==> src/rtl/ddr_wpath.sv <==
// Write-data path of the Wishbone DDR controller: pulls burst words from a
// FWFT write FIFO and drives registered rise/fall DQ/DM/DQS values and enables.
module ddr_wpath #(
  parameter int DQ_WIDTH     = 16,
  parameter int BURST_LENGTH = 8,
  parameter int WLAT         = 1
) (
  input  logic                                  clk,
  input  logic                                  reset,
  input  logic                                  wr_start,
  output logic                                  ready,
  input  logic                                  wfifo_empty,
  input  logic [2*DQ_WIDTH+DQ_WIDTH/4-1:0]      wfifo_dout,
  output logic                                  wfifo_next,
  output logic [DQ_WIDTH-1:0]                   ddr_dq_rise,
  output logic [DQ_WIDTH-1:0]                   ddr_dq_fall,
  output logic [DQ_WIDTH/8-1:0]                 ddr_dm_rise,
  output logic [DQ_WIDTH/8-1:0]                 ddr_dm_fall,
  output logic                                  ddr_dq_oe,
  output logic [DQ_WIDTH/8-1:0]                 ddr_dqs_rise,
  output logic [DQ_WIDTH/8-1:0]                 ddr_dqs_fall,
  output logic                                  ddr_dqs_oe,
  output logic                                  underrun,
  input  logic                                  underrun_clr,
  output logic [2:0]                            dbg_state
);

  localparam int DMW = DQ_WIDTH / 8;
  localparam int WW  = 2 * DQ_WIDTH + 2 * DMW;
  localparam logic [2:0] LAT_LOAD  = (WLAT > 1) ? 3'(WLAT - 2) : 3'd0;
  localparam logic [2:0] LAST_BEAT = 3'(BURST_LENGTH / 2 - 1);

  // Each state names what the output registers will present at the next edge.
  typedef enum logic [2:0] {
    S_IDLE = 3'd0,
    S_LAT  = 3'd1,
    S_PRE  = 3'd2,
    S_DATA = 3'd3,
    S_POST = 3'd4
  } state_t;

  state_t     state, state_nxt;
  logic [2:0] lat_cnt, lat_cnt_nxt;
  logic [2:0] beat_cnt, beat_cnt_nxt;
  logic       beat_due;

  assign ready     = (state == S_IDLE);
  assign dbg_state = state;
  assign beat_due  = (state == S_DATA);
  // FWFT pop lands on the same edge that registers the word; suppressed by reset
  // so an aborted beat does not consume data.
  assign wfifo_next = beat_due && !wfifo_empty && !reset;

  always_comb begin
    state_nxt    = state;
    lat_cnt_nxt  = lat_cnt;
    beat_cnt_nxt = beat_cnt;
    case (state)
      S_IDLE: begin
        if (wr_start) begin
          if (WLAT == 1) begin
            state_nxt = S_PRE;
          end else begin
            state_nxt   = S_LAT;
            lat_cnt_nxt = LAT_LOAD;
          end
        end
      end
      S_LAT: begin
        if (lat_cnt == 3'd0) state_nxt = S_PRE;
        else lat_cnt_nxt = lat_cnt - 3'd1;
      end
      S_PRE: begin
        state_nxt    = S_DATA;
        beat_cnt_nxt = 3'd0;
      end
      S_DATA: begin
        if (beat_cnt == LAST_BEAT) state_nxt = S_POST;
        else beat_cnt_nxt = beat_cnt + 3'd1;
      end
      S_POST:  state_nxt = S_IDLE;
      default: state_nxt = S_IDLE;
    endcase
  end

  always_ff @(posedge clk) begin
    if (reset) begin
      state        <= S_IDLE;
      lat_cnt      <= 3'd0;
      beat_cnt     <= 3'd0;
      ddr_dq_rise  <= '0;
      ddr_dq_fall  <= '0;
      ddr_dm_rise  <= '0;
      ddr_dm_fall  <= '0;
      ddr_dq_oe    <= 1'b0;
      ddr_dqs_rise <= '0;
      ddr_dqs_fall <= '0;
      ddr_dqs_oe   <= 1'b0;
      underrun     <= 1'b0;
    end else begin
      state        <= state_nxt;
      lat_cnt      <= lat_cnt_nxt;
      beat_cnt     <= beat_cnt_nxt;
      ddr_dq_rise  <= '0;
      ddr_dq_fall  <= '0;
      ddr_dm_rise  <= '0;
      ddr_dm_fall  <= '0;
      ddr_dq_oe    <= 1'b0;
      ddr_dqs_rise <= '0;
      ddr_dqs_fall <= '0;
      ddr_dqs_oe   <= 1'b0;
      case (state)
        S_PRE:  ddr_dqs_oe <= 1'b1;
        S_DATA: begin
          ddr_dq_oe    <= 1'b1;
          ddr_dqs_oe   <= 1'b1;
          ddr_dqs_rise <= '1;
          if (wfifo_empty) begin
            // Starved beat: mask every byte so the DRAM keeps its old contents.
            ddr_dm_rise <= '1;
            ddr_dm_fall <= '1;
          end else begin
            ddr_dm_rise <= wfifo_dout[WW-1 -: DMW];
            ddr_dm_fall <= wfifo_dout[WW-DMW-1 -: DMW];
            ddr_dq_rise <= wfifo_dout[2*DQ_WIDTH-1 -: DQ_WIDTH];
            ddr_dq_fall <= wfifo_dout[DQ_WIDTH-1:0];
          end
        end
        S_POST:  ddr_dqs_oe <= 1'b1;
        default: ;
      endcase
      if (beat_due && wfifo_empty) underrun <= 1'b1;
      else if (underrun_clr)       underrun <= 1'b0;
    end
  end

endmodule

==> config.mk <==
export PLATFORM = sky130hd
export DESIGN_NAME = ddr_wpath
export DESIGN_NICKNAME = d
export VERILOG_FILES = /design/src/rtl/ddr_wpath.sv
export SDC_FILE = /design/constraint.sdc
export NUM_CORES = 1
export LEC_CHECK = 0
export CAP_MARGIN = 0
export CORE_UTILIZATION = 34
export CTS_BUF_LIST = sky130_fd_sc_hd__clkbuf_4 sky130_fd_sc_hd__clkbuf_8 sky130_fd_sc_hd__clkbuf_16
export DETAILED_ROUTE_END_ITERATION = 10
export MAX_ROUTING_LAYER = met4
export PLACE_DENSITY_LB_ADDON = 0.25
export SLEW_MARGIN = 20
export SYNTH_ARGS = -nofsm -noshare
export SYNTH_HDL_FRONTEND = slang
export SYNTH_SLANG_ARGS = --single-unit
==> constraint.sdc <==
create_clock -name clk -period 1.7 [get_ports clk]
set_clock_uncertainty 0.1 [all_clocks]
set_input_delay 0.51 -clock clk [delete_from_list [all_inputs] [get_ports clk]]
set_output_delay 0.51 -clock clk [all_outputs]
set_load 0.1 [all_outputs]
# Word level (Yosys, flattened, before mapping)
# Cells that the tools add are included.
[totals]
out_inout_bits = 48
reg_bits = 50
wordCells = 52
input_bits = 41
[classes]
bitwise = 2
n_addsub = 2
n_eq_ne = 9
reduce_logical = 15
muxes = 13
[ops]
columns = ["operator", "count"]
rows = [
  ["$mux 3", 4],
  ["$pmux 3 s4", 1],
  ["$eq 3x2->1 const B", 3],
  ["$logic_not 3->1", 2],
  ["$mux 2", 3],
  ["$ne 2x2->1 const B", 3],
  ["$pmux 3 s2", 1],
  ["$reduce_or 3->1", 2],
  ["$mux 1", 4],
  ["$reduce_and 2->1", 2],
  ["$reduce_bool 2->1", 2],
  ["$add 3x1->3 const B", 1],
  ["$eq 3x1->1 const B", 1],
  ["$eq 3x3->1 const B", 1],
  ["$logic_and 1x1->1", 3],
  ["$reduce_and 3->1", 1],
  ["$sub 3x1->3 const B", 1],
  ["$logic_not 1->1", 2],
  ["$ne 2x1->1 const B", 1],
  ["$not 1->1", 2],
  ["$reduce_or 2->1", 1],
]

# Depth between registers and ports, before layout
[logic_depth]
ltp_word = 3
ltp_mapped = 6
ltp_nobuf = 6

# Worst setup path before layout
# Ideal clock, no wire load.
[synth_timing]
path_type = "register -> output"
startpoint = "register state[1], in the netlist dbg_state[1]"
endpoint = "output ready"
path_stages_with_launch = 3
required_ns = 1.090
path_slack_ns = -1.950
path_buffers = 1
arrival_ns = 3.040
path_cell_list = "dfxtp_1 > buf_2 > nor3_1"
[synth_between]
elab_chain_cells = 1
[synth_rtl]
columns = ["element", "line_no", "source"]
rows = [
  ["start: declaration", "42", "state_t state, state_nxt;"],
  ["start signal: assignment", "101", "state <= state_nxt;"],
  ["$logic_not 3->1", "47", "assign ready = (state == S_IDLE);"],
  ["end: declaration", "11", "output logic ready,"],
]
# Every way passes these cells.

# Worst setup path after layout
[layout_timing]
startpoint = "register state[0], in the netlist dbg_state[0]"
endpoint = "output wfifo_next"
[layout_between]
elab_chain_cells = 3
[layout_rtl]
columns = ["element", "line_no", "source"]
rows = [
  ["$eq 3x2->1", "49", "assign beat_due = (state == S_DATA);"],
  ["$logic_and 1x1->1 (2 in series)", "52", "assign wfifo_next = beat_due && !wfifo_empty && !reset;"],
  ["end: declaration", "14", "output logic wfifo_next,"],
]
# Every way passes these cells.

==> results <==
==> logic make-up (layout without fill, tap and decap cells) <==
| logic type | count (synthesis) | in the layout | share of synthesized area, % |
|---|---|---|---|
| flops | 48 | 48 | 60.7 |
| other cells | 1 | 2 | 0.237 |
| compound gates | 17 | 17 | 6.87 |
| fa+ha+maj | 4 | 4 | 3.16 |
| xor+xnor | 1 | 1 | 0.553 |
| simple gates | 54 | 54 | 22.2 |
| buf+inv | 15 | 110 | 6.32 |
==> how the worst min path moves through the flow <==
| stage | startpoint | endpoint | cells after the start |
|---|---|---|---|
| after floorplan | beat_cnt[2] | beat_cnt[2] | 2 |
| after global placement | beat_cnt[2] | beat_cnt[2] | 2 |
| after detailed placement | beat_cnt[1] | beat_cnt[1] | 2 |
| after CTS | beat_cnt[1] | beat_cnt[1] | 2 |
| after global routing | beat_cnt[1] | beat_cnt[1] | 2 |
| final | beat_cnt[1] | beat_cnt[1] | 2 |
==> state kept, by name, indices dropped and copies added, names as in the netlist <==
register      cells
beat_cnt          3
ddr_dq_rise      16
ddr_dqs_oe        1
ddr_dm_rise       2
ddr_dm_fall       2
ddr_dqs_rise      1
lat_cnt           3
ddr_dq_fall      16
underrun          1
dbg_state         3
==> layout by cell type, fill, tap and decap left out, types with 2 or more instances in the layout <==
| master | count |
|---|---|
| inv_1 | 4 |
| clkdlybuf4s50_1 | 39 |
| dfxtp_1 | 43 |
| clkbuf_8 | 5 |
| dfxtp_4 | 2 |
| buf_4 | 9 |
| dfxtp_2 | 3 |
| nand2_1 | 2 |
| ha_2 | 2 |
| nor2_1 | 6 |
| ha_1 | 2 |
| conb_1 | 2 |
| nor3_1 | 2 |
| buf_6 | 4 |
| a211oi_1 | 2 |
| o21ai_0 | 3 |
| buf_12 | 46 |
| o21a_1 | 4 |
| and2_1 | 33 |
| a21oi_1 | 4 |
==> timing repair <==
action,in CTS,in global routing
buffers inserted,0,4
resized for setup,8,11
pin swaps,3,2
setup endpoints to repair,35,5
hold buffers,0,0
==> per-layer routing <==
layer	track usage, %	share of wire [%]
met4	3.33	1.1
met2	24.6	53
met1	16.8	39
met5	-	0
met3	6.20	7.0
==> power by group through the flow <==
stage | Clock (mW) | Sequential, mW | Combinational (mW)
after CTS | 0.642 | 1.15 | 0.368
after detailed placement | 0 | 1.17 | 0.365
after floorplan | 0 | 1.27 | 0.0969
after global routing | 0.694 | 1.15 | 0.397
final | 0.615 | 1.15 | 0.382
after global placement | 0 | 1.17 | 0.362
==> worst max-delay path, delay by kind of cell, from the launching register on <==
kind	cells	cell delay, ps
simple gates	2	440
buf+inv	2	320
flops	1	350
==> metrics by stage <==
stage               setup slack (ps)  power, mW  cells  utilization [%]
floorplan                       -407       1.36    141                -
global placement                -681       1.53    278             67.6
global route                    -377       2.24    288             71.2
CTS                             -350       2.16    284             69.8
finish                          -323       2.15    288             71.2
detailed placement              -704       1.54    278             67.6
==> layout make-up <==
class                           instances  area, um^2
Timing Repair Buffer                  100        1440
Tap cell                               52        65.1
Fill cell                             306        1270
Inverter                                4        15.0
Multi-Input combinational cell         78         569
Clock buffer                            6        76.3
Sequential cell                        48         972
==> results.toml <==
[synthesis]
yosysTopAreaCell = "dfxtp_1"
synth_cells = 140
yosysSeqAreaShare_pct = 60.7
yosysMostFrequentCell = "dfxtp_1"
async_reset_ff_share_pct = 0
synth-main-ff-cell = "dfxtp_1"
synth_top_cell_area_share_pct = 60.7
synth-edff-count = 0
synth-seq-cells = 48
synth_cell_types = 28
ys_warn_count = 0
netlist_area_um2 = 1580
synth_common_cells = "dfxtp_1, and2_1, nor2_1"
netlist_top_cells_area = "dfxtp_1, and2_1, ha_1"
synth.avg_cell_area_um2 = 11.3

[sta]
rsz0062_at_grt = "yes"
hold_viol_final = 0
setup_viol_count_final = 3
max_freq_mhz = 494
slew_viol_final = 0
fin_crit_ps = 2020
final.setup.worst_slack_ps = -323
setup_tns_ps = -619
fin_hold_ws_ps = 390
finalCritPeriodShare_pct = 119

[global_route]
grt_pass1_vias = 1211
grt_overflow = 0
antenna_found_initial = 0
grt_max_degree = 33
grt_pass1_wl_um = 5620
grt_use_total_pct = 14.9

[setup_path]
crit_path_top_delay_cell = "dfxtp_4"
worstSetupEndpointType = "primary output"
rr_endpoint = "beat_cnt[0]"
r2r_slack_ps = 30
critical-path-max-stage-delay_ps = 350
cp-start-kind = "flip-flop"
regToRegStartpoint = "dbg_state[0]"
worstSetupPathType = "flip-flop to primary output"
cp.required_ps = 1090
rr_worst_depth = 6
critPathArrivalTime_ps = 1410
startpoint = "dbg_state[0]"
crit_chain = "nor4bb_4, buf_4, and2b_4, buf_12"
crit_path_end = "wfifo_next"
cp_max_fo = 2

[floorplan]
initial_core_util_pct = 35.9
core-area_um2 = 4410
pin_count = 89
rows = 24
dieArea_um2 = 4940
fp.dieW_um = 70.3
die_h_um = 70.3

[placement]
globalplace.congestion = 0.697
placed_cell_area_um2 = 2990
port_buffers = 86
hpwl_um = 2680

[power_and_ir_drop]
seq_power_share_pct = 53.5
p_int_mw = 1.61
ir_drop_mv = 0.477
p_switching_mw = 0.536
power_leakage_nw = 1.26
p_per_area_nw_per_um2 = 683
pwr-share-comb_pct = 17.8
clkPwrFrac_pct = 28.7
switching_share_pct = 25.0

[clock_network]
cts_tree = "built"
cts_made_buffers = 5
worstSkewPairLatency_ps = 290
clkSlewWorstSetupHoldPaths_ps = 80
cts_root_buf = "clkbuf_8"
htreeDepth = 2
cts.sinks = 48
max-clock-path-buffers = 2

[cells_and_area]
antennaDiodeCount = 0
area_growth_syn_to_layout_pct = 98.3
layout-drive-gt1-share_pct = 34.7
final_cell_area_um2 = 3140
layout.nets = 282

[route]
dr.first_iter.drc_count = 80
final_antenna_net_count = 0
wire_per_inst_um = 11.9
vias_per_cell = 4.38
wl_um = 3420
num_vias = 1260
dr.pass1.iters = 4
drc_errors = 0

[outcome]
violations = "negative setup slack"
run_status = "finished with violations"

[min_path]
hold_class = "flip-flop to flip-flop"

[flow_run]
maxCapViolCount = 0
No activity file was read; power rests on OpenSTA's default activity.
